--- config.mk ---
export PLATFORM = sky130hd
export DESIGN_NAME = seq_logic_unit_flat
export DESIGN_NICKNAME = d
export VERILOG_FILES = /design/src/rtl/seq_logic_unit_if.sv /design/src/rtl/seq_logic_unit.sv /design/src/flat_wrapper.sv
export SDC_FILE = /design/constraint.sdc
export NUM_CORES = 1
export LEC_CHECK = 0
export CORE_AREA = 8 8 98 100
export CTS_BUF_LIST = sky130_fd_sc_hd__clkbuf_4 sky130_fd_sc_hd__clkbuf_8
export DETAILED_ROUTE_END_ITERATION = 7
export DIE_AREA = 0 0 106 108
export DONT_BUFFER_PORTS = 1
export GPL_TIMING_DRIVEN = 0
export PLACE_DENSITY_LB_ADDON = 0.08
export REMOVE_ABC_BUFFERS = 1
export SLEW_MARGIN = 5
export SYNTH_ARGS = -nofsm -noshare
export SYNTH_HDL_FRONTEND = slang
export SYNTH_SLANG_ARGS = --single-unit
--- constraint.sdc ---
create_clock -name clk -period 1.9 [get_ports clk]
set_input_delay 0.38 -clock clk [delete_from_list [all_inputs] [get_ports clk]]
set_output_delay 0.38 -clock clk [all_outputs]
set_load 0.05 [all_outputs]
--- src/rtl/seq_logic_unit_if.sv ---
`default_nettype none
// +----------------------------------------------------------------------------+
// | seq_logic_unit_if                                                          |
// | Request/response bundle for seq_logic_unit (valid/ready on both sides).    |
// | Revision: 1.0                                                              |
// +----------------------------------------------------------------------------+
interface seq_logic_unit_if #(
   parameter int WIDTH = 8,
   parameter int SW    = 3
);
   logic             in_valid;
   logic             in_ready;
   logic [2:0]       op;
   logic [WIDTH-1:0] a;
   logic [WIDTH-1:0] b;
   logic [SW-1:0]    shamt;
   logic             out_valid;
   logic             out_ready;
   logic [WIDTH-1:0] result;
   logic             zero;
   logic             err;

   modport master (
      output in_valid, op, a, b, shamt, out_ready,
      input  in_ready, out_valid, result, zero, err
   );

   modport slave (
      input  in_valid, op, a, b, shamt, out_ready,
      output in_ready, out_valid, result, zero, err
   );
endinterface
`default_nettype wire

--- src/rtl/seq_logic_unit.sv ---
`default_nettype none
// +----------------------------------------------------------------------------+
// | seq_logic_unit                                                             |
// | Logic/bit-serial shift unit; IDLE -> (SHIFT) -> HOLD -> IDLE handshake.    |
// | Optional: define SEQ_LOGIC_UNIT_ROTATE_EN to make op 111 a serial rotate.  |
// | Revision: 1.0                                                              |
// +----------------------------------------------------------------------------+
module seq_logic_unit #(
   parameter int WIDTH = 8,
   parameter int SW    = 3
) (
   input  wire logic          clk,
   input  wire logic          rst,
   seq_logic_unit_if.slave    bus
);

   typedef enum logic [1:0] {
      ST_IDLE  = 2'd0,
      ST_SHIFT = 2'd1,
      ST_HOLD  = 2'd2
   } state_t;

   localparam logic [2:0]  c_op_and  = 3'b000;
   localparam logic [2:0]  c_op_or   = 3'b001;
   localparam logic [2:0]  c_op_xor  = 3'b010;
   localparam logic [2:0]  c_op_not  = 3'b011;
   localparam logic [2:0]  c_op_any  = 3'b100;
   localparam logic [2:0]  c_op_shl  = 3'b101;
   localparam logic [2:0]  c_op_shr  = 3'b110;
   localparam logic [2:0]  c_op_rot  = 3'b111;

   localparam logic [1:0]  c_dir_left  = 2'd0;
   localparam logic [1:0]  c_dir_right = 2'd1;
   localparam logic [1:0]  c_dir_rotl  = 2'd2;

   localparam int unsigned c_width    = WIDTH;
   localparam logic [SW-1:0] c_cnt_one = SW'(1);

   state_t           r_state;
   state_t           w_next;
   logic [WIDTH-1:0] r_work;
   logic [WIDTH-1:0] r_result;
   logic             r_err;
   logic [SW-1:0]    r_cnt;
   logic [1:0]       r_dir;

   logic             w_accept;
   logic             w_serial;
   logic             w_op_err;
   logic [1:0]       w_dir;
   logic [SW-1:0]    w_cnt_load;
   logic [WIDTH-1:0] w_logic_res;
   logic [WIDTH-1:0] w_step;

   assign w_accept      = bus.in_valid && (r_state == ST_IDLE);
   assign bus.in_ready  = (r_state == ST_IDLE);
   assign bus.out_valid = (r_state == ST_HOLD);
   assign bus.result    = r_result;
   assign bus.err       = r_err;
   assign bus.zero      = (r_result == '0);

   // Out-of-range amounts only exist for non-power-of-two widths, where WIDTH fits in SW bits.
   always_comb begin
      w_cnt_load = bus.shamt;
      if (32'(bus.shamt) >= c_width) begin
         w_cnt_load = SW'(c_width);
      end
   end

   always_comb begin
      w_serial = 1'b0;
      w_dir    = c_dir_left;
      w_op_err = 1'b0;
      case (bus.op)
         c_op_shl: w_serial = 1'b1;
         c_op_shr: begin
            w_serial = 1'b1;
            w_dir    = c_dir_right;
         end
         c_op_rot: begin
`ifdef SEQ_LOGIC_UNIT_ROTATE_EN
            w_serial = 1'b1;
            w_dir    = c_dir_rotl;
`else
            w_op_err = 1'b1;
`endif
         end
         default: w_serial = 1'b0;
      endcase
   end

   always_comb begin
      w_logic_res = '0;
      case (bus.op)
         c_op_and: w_logic_res = bus.a & bus.b;
         c_op_or:  w_logic_res = bus.a | bus.b;
         c_op_xor: w_logic_res = bus.a ^ bus.b;
         c_op_not: w_logic_res = ~bus.a;
         c_op_any: w_logic_res = {{(WIDTH-1){1'b0}}, |bus.a};
         default:  w_logic_res = '0;
      endcase
   end

   always_comb begin
      w_step = {r_work[WIDTH-2:0], 1'b0};
      case (r_dir)
         c_dir_right: w_step = {1'b0, r_work[WIDTH-1:1]};
`ifdef SEQ_LOGIC_UNIT_ROTATE_EN
         c_dir_rotl:  w_step = {r_work[WIDTH-2:0], r_work[WIDTH-1]};
`endif
         default:     w_step = {r_work[WIDTH-2:0], 1'b0};
      endcase
   end

   always_ff @(posedge clk or posedge rst) begin
      if (rst) begin
         r_state <= ST_IDLE;
      end else begin
         r_state <= w_next;
      end
   end

   always_comb begin
      w_next = r_state;
      case (r_state)
         ST_IDLE: begin
            if (w_accept) begin
               if (w_serial && (w_cnt_load != '0)) begin
                  w_next = ST_SHIFT;
               end else begin
                  w_next = ST_HOLD;
               end
            end
         end
         ST_SHIFT: begin
            if (r_cnt <= c_cnt_one) begin
               w_next = ST_HOLD;
            end
         end
         ST_HOLD: begin
            if (bus.out_ready) begin
               w_next = ST_IDLE;
            end
         end
         default: w_next = ST_IDLE;
      endcase
   end

   // The final shift step writes straight into the result so HOLD starts with it valid.
   always_ff @(posedge clk or posedge rst) begin
      if (rst) begin
         r_work   <= '0;
         r_result <= '0;
         r_err    <= 1'b0;
         r_cnt    <= '0;
         r_dir    <= c_dir_left;
      end else begin
         case (r_state)
            ST_IDLE: begin
               if (w_accept) begin
                  r_err <= w_op_err;
                  r_dir <= w_dir;
                  if (w_serial) begin
                     r_work <= bus.a;
                     r_cnt  <= w_cnt_load;
                     if (w_cnt_load == '0) begin
                        r_result <= bus.a;
                     end
                  end else begin
                     r_result <= w_logic_res;
                  end
               end
            end
            ST_SHIFT: begin
               r_work <= w_step;
               r_cnt  <= r_cnt - c_cnt_one;
               if (r_cnt <= c_cnt_one) begin
                  r_result <= w_step;
               end
            end
            default: begin
               r_cnt <= r_cnt;
            end
         endcase
      end
   end

endmodule
`default_nettype wire

--- src/flat_wrapper.sv ---
// flat-port wrapper written by rule: the top's interface ports become plain ports
module seq_logic_unit_flat 
#(
   parameter int WIDTH = 8,
   parameter int SW    = 3
)
  (clk, rst, bus_in_valid, bus_op, bus_a, bus_b, bus_shamt, bus_out_ready, bus_in_ready, bus_out_valid, bus_result, bus_zero, bus_err);
  seq_logic_unit_if #(.WIDTH(WIDTH), .SW(SW)) bus_i ();
  input  wire logic clk;
  input  wire logic rst;
  input wire logic [$bits(bus_i.in_valid)-1:0] bus_in_valid;
  input wire logic [$bits(bus_i.op)-1:0] bus_op;
  input wire logic [$bits(bus_i.a)-1:0] bus_a;
  input wire logic [$bits(bus_i.b)-1:0] bus_b;
  input wire logic [$bits(bus_i.shamt)-1:0] bus_shamt;
  input wire logic [$bits(bus_i.out_ready)-1:0] bus_out_ready;
  output wire logic [$bits(bus_i.in_ready)-1:0] bus_in_ready;
  output wire logic [$bits(bus_i.out_valid)-1:0] bus_out_valid;
  output wire logic [$bits(bus_i.result)-1:0] bus_result;
  output wire logic [$bits(bus_i.zero)-1:0] bus_zero;
  output wire logic [$bits(bus_i.err)-1:0] bus_err;
  assign bus_i.in_valid = bus_in_valid;
  assign bus_i.op = bus_op;
  assign bus_i.a = bus_a;
  assign bus_i.b = bus_b;
  assign bus_i.shamt = bus_shamt;
  assign bus_i.out_ready = bus_out_ready;
  assign bus_in_ready = bus_i.in_ready;
  assign bus_out_valid = bus_i.out_valid;
  assign bus_result = bus_i.result;
  assign bus_zero = bus_i.zero;
  assign bus_err = bus_i.err;
  seq_logic_unit #(.WIDTH(WIDTH), .SW(SW)) u_core (.clk(clk), .rst(rst), .bus(bus_i));
endmodule
==> impl_metrics.ini <==
[setup_path]
crit_family = simple AND/OR/NAND/NOR gates
path_buf_inv = 0
rrSetupSlack_ns = 0.07
crit_type = reg -> out
required_ns = 1.52
worst_r2r_path_depth = 4
crit_path_start_kind = flop
critPathArrivalTime_ns = 1.69
crit_chain = or4_4 > nor2_4
crit_fanout = 3
cp.depth = 2
cpMaxStageDelayCell = or4_4
crit_start = u_core.bus.result[1]
end_kind = output pin
cpPeakStageDelay_ns = 0.58
reg2reg_from = u_core.r_state[1]

[synthesis]
synth.distinct_cells = 42
synth_xor_area_frac = 0.0185
synth_area_leaders = dfrtp_1, ha_1, mux2_2, inv_1, mux2i_1
async_reset_ff_frac = 1.00
synth_largest_type_area_fraction = 0.294
yosys.area.top_type = dfrtp_1
synth_compound_area_frac = 0.225
syn-cell-area_um2 = 1960
yosysMostFrequentCell = inv_1
synthAdderAreaFrac = 0.115
synth_common_cells = inv_1, dfrtp_1, ha_1, mux2_2
synth_ff_type = dfrtp_1
yosysSeqAreaShare = 0.294
synth.ff_latch_count = 23
muxShareOfSynthArea = 0.139
synth_edf_count = 0
synth_top_family_by_area = compound AO/OA/AOI/OAI gates
synth.avg_cell_area_um2 = 9.51
synthCells = 206
yosysWarnings = 0
yosys.area_share.simple = 0.124

[finish]
layout-drive-gt1-share = 0.250
nets = 245
antenna_cells = 0
layoutNonFillerInstCount = 305
syn_to_final_growth_pct = 9.52
stdcell_area_um2 = 2140

[clock_tree]
worstSkewPairLatency_ns = 0.27
htree_levels = 1
clock-root-buffer = clkbuf_8
clk_path_buf_depth = 2
cts_made_buffers = 3
clk_pin_slew_ns = 0.09
postCtsHoldBufs = 0
clock-sinks = 23
cts_tree = done

[floorplanning]
row_count = 33
die_w_um = 106
core_area_um2 = 8050
pin_count = 38
initial_core_util = 0.243
die_h_um = 108
die_area_um2 = 11400

[timing]
setup_viol = 1
skew_ns = 0.00109
rsz0062_at_grt = true
slew_headroom = 0.372
hold_viol = 0
fmax_mhz = 482
worst_pin_slew_ns = 0.941
report.final.slew_viol_count = 0
setup_ws_ns = -0.174
min_period_ns = 2.07
finalCritPeriodShare = 1.09

[pwr]
vdd.ir_drop.worst_uv = 474
power.total_mw = 2.76
p_per_area_nw_per_um2 = 1290
p_leak_nw = 0.904

[global_route]
grt_max_degree = 24
grt_first_pass_wirelength_um = 9150
antenna_found_initial = 0
track_usage = 0.102
first_global_vias = 1593
globalRouteOverflowTotal = 0

[hold_path]
hold_class = in -> async

[place]
dpl_cell_area_um2 = 2020
hpwl_um = 4220
dpl.cell_count = 300
portBuffers = 0
place.gp.congestion = 0.682

[route]
drt_iter0_markers = 64
vias_per_cell = 5.02
remaining_drc_errors = 0
wl_per_cell_um = 18.6
wl_um = 5680
drtAntennaViolNets = 0
firstDrtPassIters = 4
vias = 1531

[flow_run]
max_cap_violations = 0

[outcome]
violations = negative setup slack
status = finished with violations
-- metal layers --
layer	vias to the layer above	GRT usage	part of all wire
met4	0	0.0181	0.0058
met2	39	0.171	0.49
li1	739	-	-
met5	-	0	0
met3	2	0.0268	0.067
met1	751	0.129	0.43
-- cells by family (layout without fill, tap and decap cells) --
| group | Yosys count | in the layout |
|---|---|---|
| compound gates | 56 | 56 |
| simple gates | 47 | 47 |
| buf+inv | 37 | 31 |
| mux | 23 | 23 |
| flops | 23 | 23 |
| fa+ha+maj | 18 | 18 |
| xor+xnor | 2 | 2 |
-- repair_timing --
| item | 4_1_cts | 5_1_grt |
|---|---|---|
| endpoints found under the setup margin | 26 | 7 |
| buffers inserted | 0 | 1 |
| gates resized for setup | 18 | 2 |
| pin swaps | 2 | 1 |
-- per-stage QoR --
stage / hold WS (ns) / utilization / TNS (ns) / setup WS, ns
floorplan: 0.382 / - / -0.274 / -0.274
global placement: 0.481 / 0.251 / -6.01 / -0.509
detailed placement: 0.486 / 0.251 / -5.50 / -0.481
CTS: 0.202 / 0.263 / -0.186 / -0.186
global route: 0.191 / 0.266 / -0.208 / -0.208
finish: 0.205 / 0.266 / -0.174 / -0.174
-- cells in the final DEF, fill, tap and decap left out, types with 2 or more instances in the layout --
cell	synthesis	layout
dfrtp_2	0	8
o31ai_1	2	2
mux4_2	2	2
nand2_1	6	6
o21ai_0	12	12
clkbuf_8	0	3
mux2i_1	8	8
or4_4	0	2
nor4_1	2	2
nor2_1	12	10
o31ai_2	6	6
nor2b_1	8	6
a21oi_1	7	7
nor3_1	2	2
inv_1	25	25
dfrtp_1	23	15
a211oi_2	0	2
nor3b_1	2	2
nand3_1	9	9
a211oi_1	6	4
a32oi_1	5	5
a31oi_1	7	7
ha_1	18	18
mux2_2	13	13
-- power breakdown --
part           internal, mW  switching (mW)
registers             0.722           0.604
clock network         0.164           0.176
logic                 0.498           0.595
total                  1.38            1.37
-- cell type report --
class,count,area [um2]
repair buffers,1,20.0
well taps,105,131
multi-input cells,146,1260
clock buffers,4,48.8
fillers,888,5910
inverters,26,97.6
flip-flops and latches,23,586
-- path summary, 6_finish.rpt --
kind	to
setup / recovery	bus_zero
hold / removal	u_core.bus.err
setup reg to reg	u_core.bus.result[4]
hold reg to reg	u_core.r_cnt[2]
max in group asynchronous	u_core.bus.result[0]
min in group clk	u_core.r_dir[0]
-- registers in the layout (all words and copies together), names as in the netlist --
name / flops
u_core.r_work: 8
u_core.r_dir: 1
u_core.r_cnt: 3
u_core.bus.err: 1
u_core.bus.result: 8
u_core.r_state: 2
Note: power is estimated with default switching activity, not from simulation.
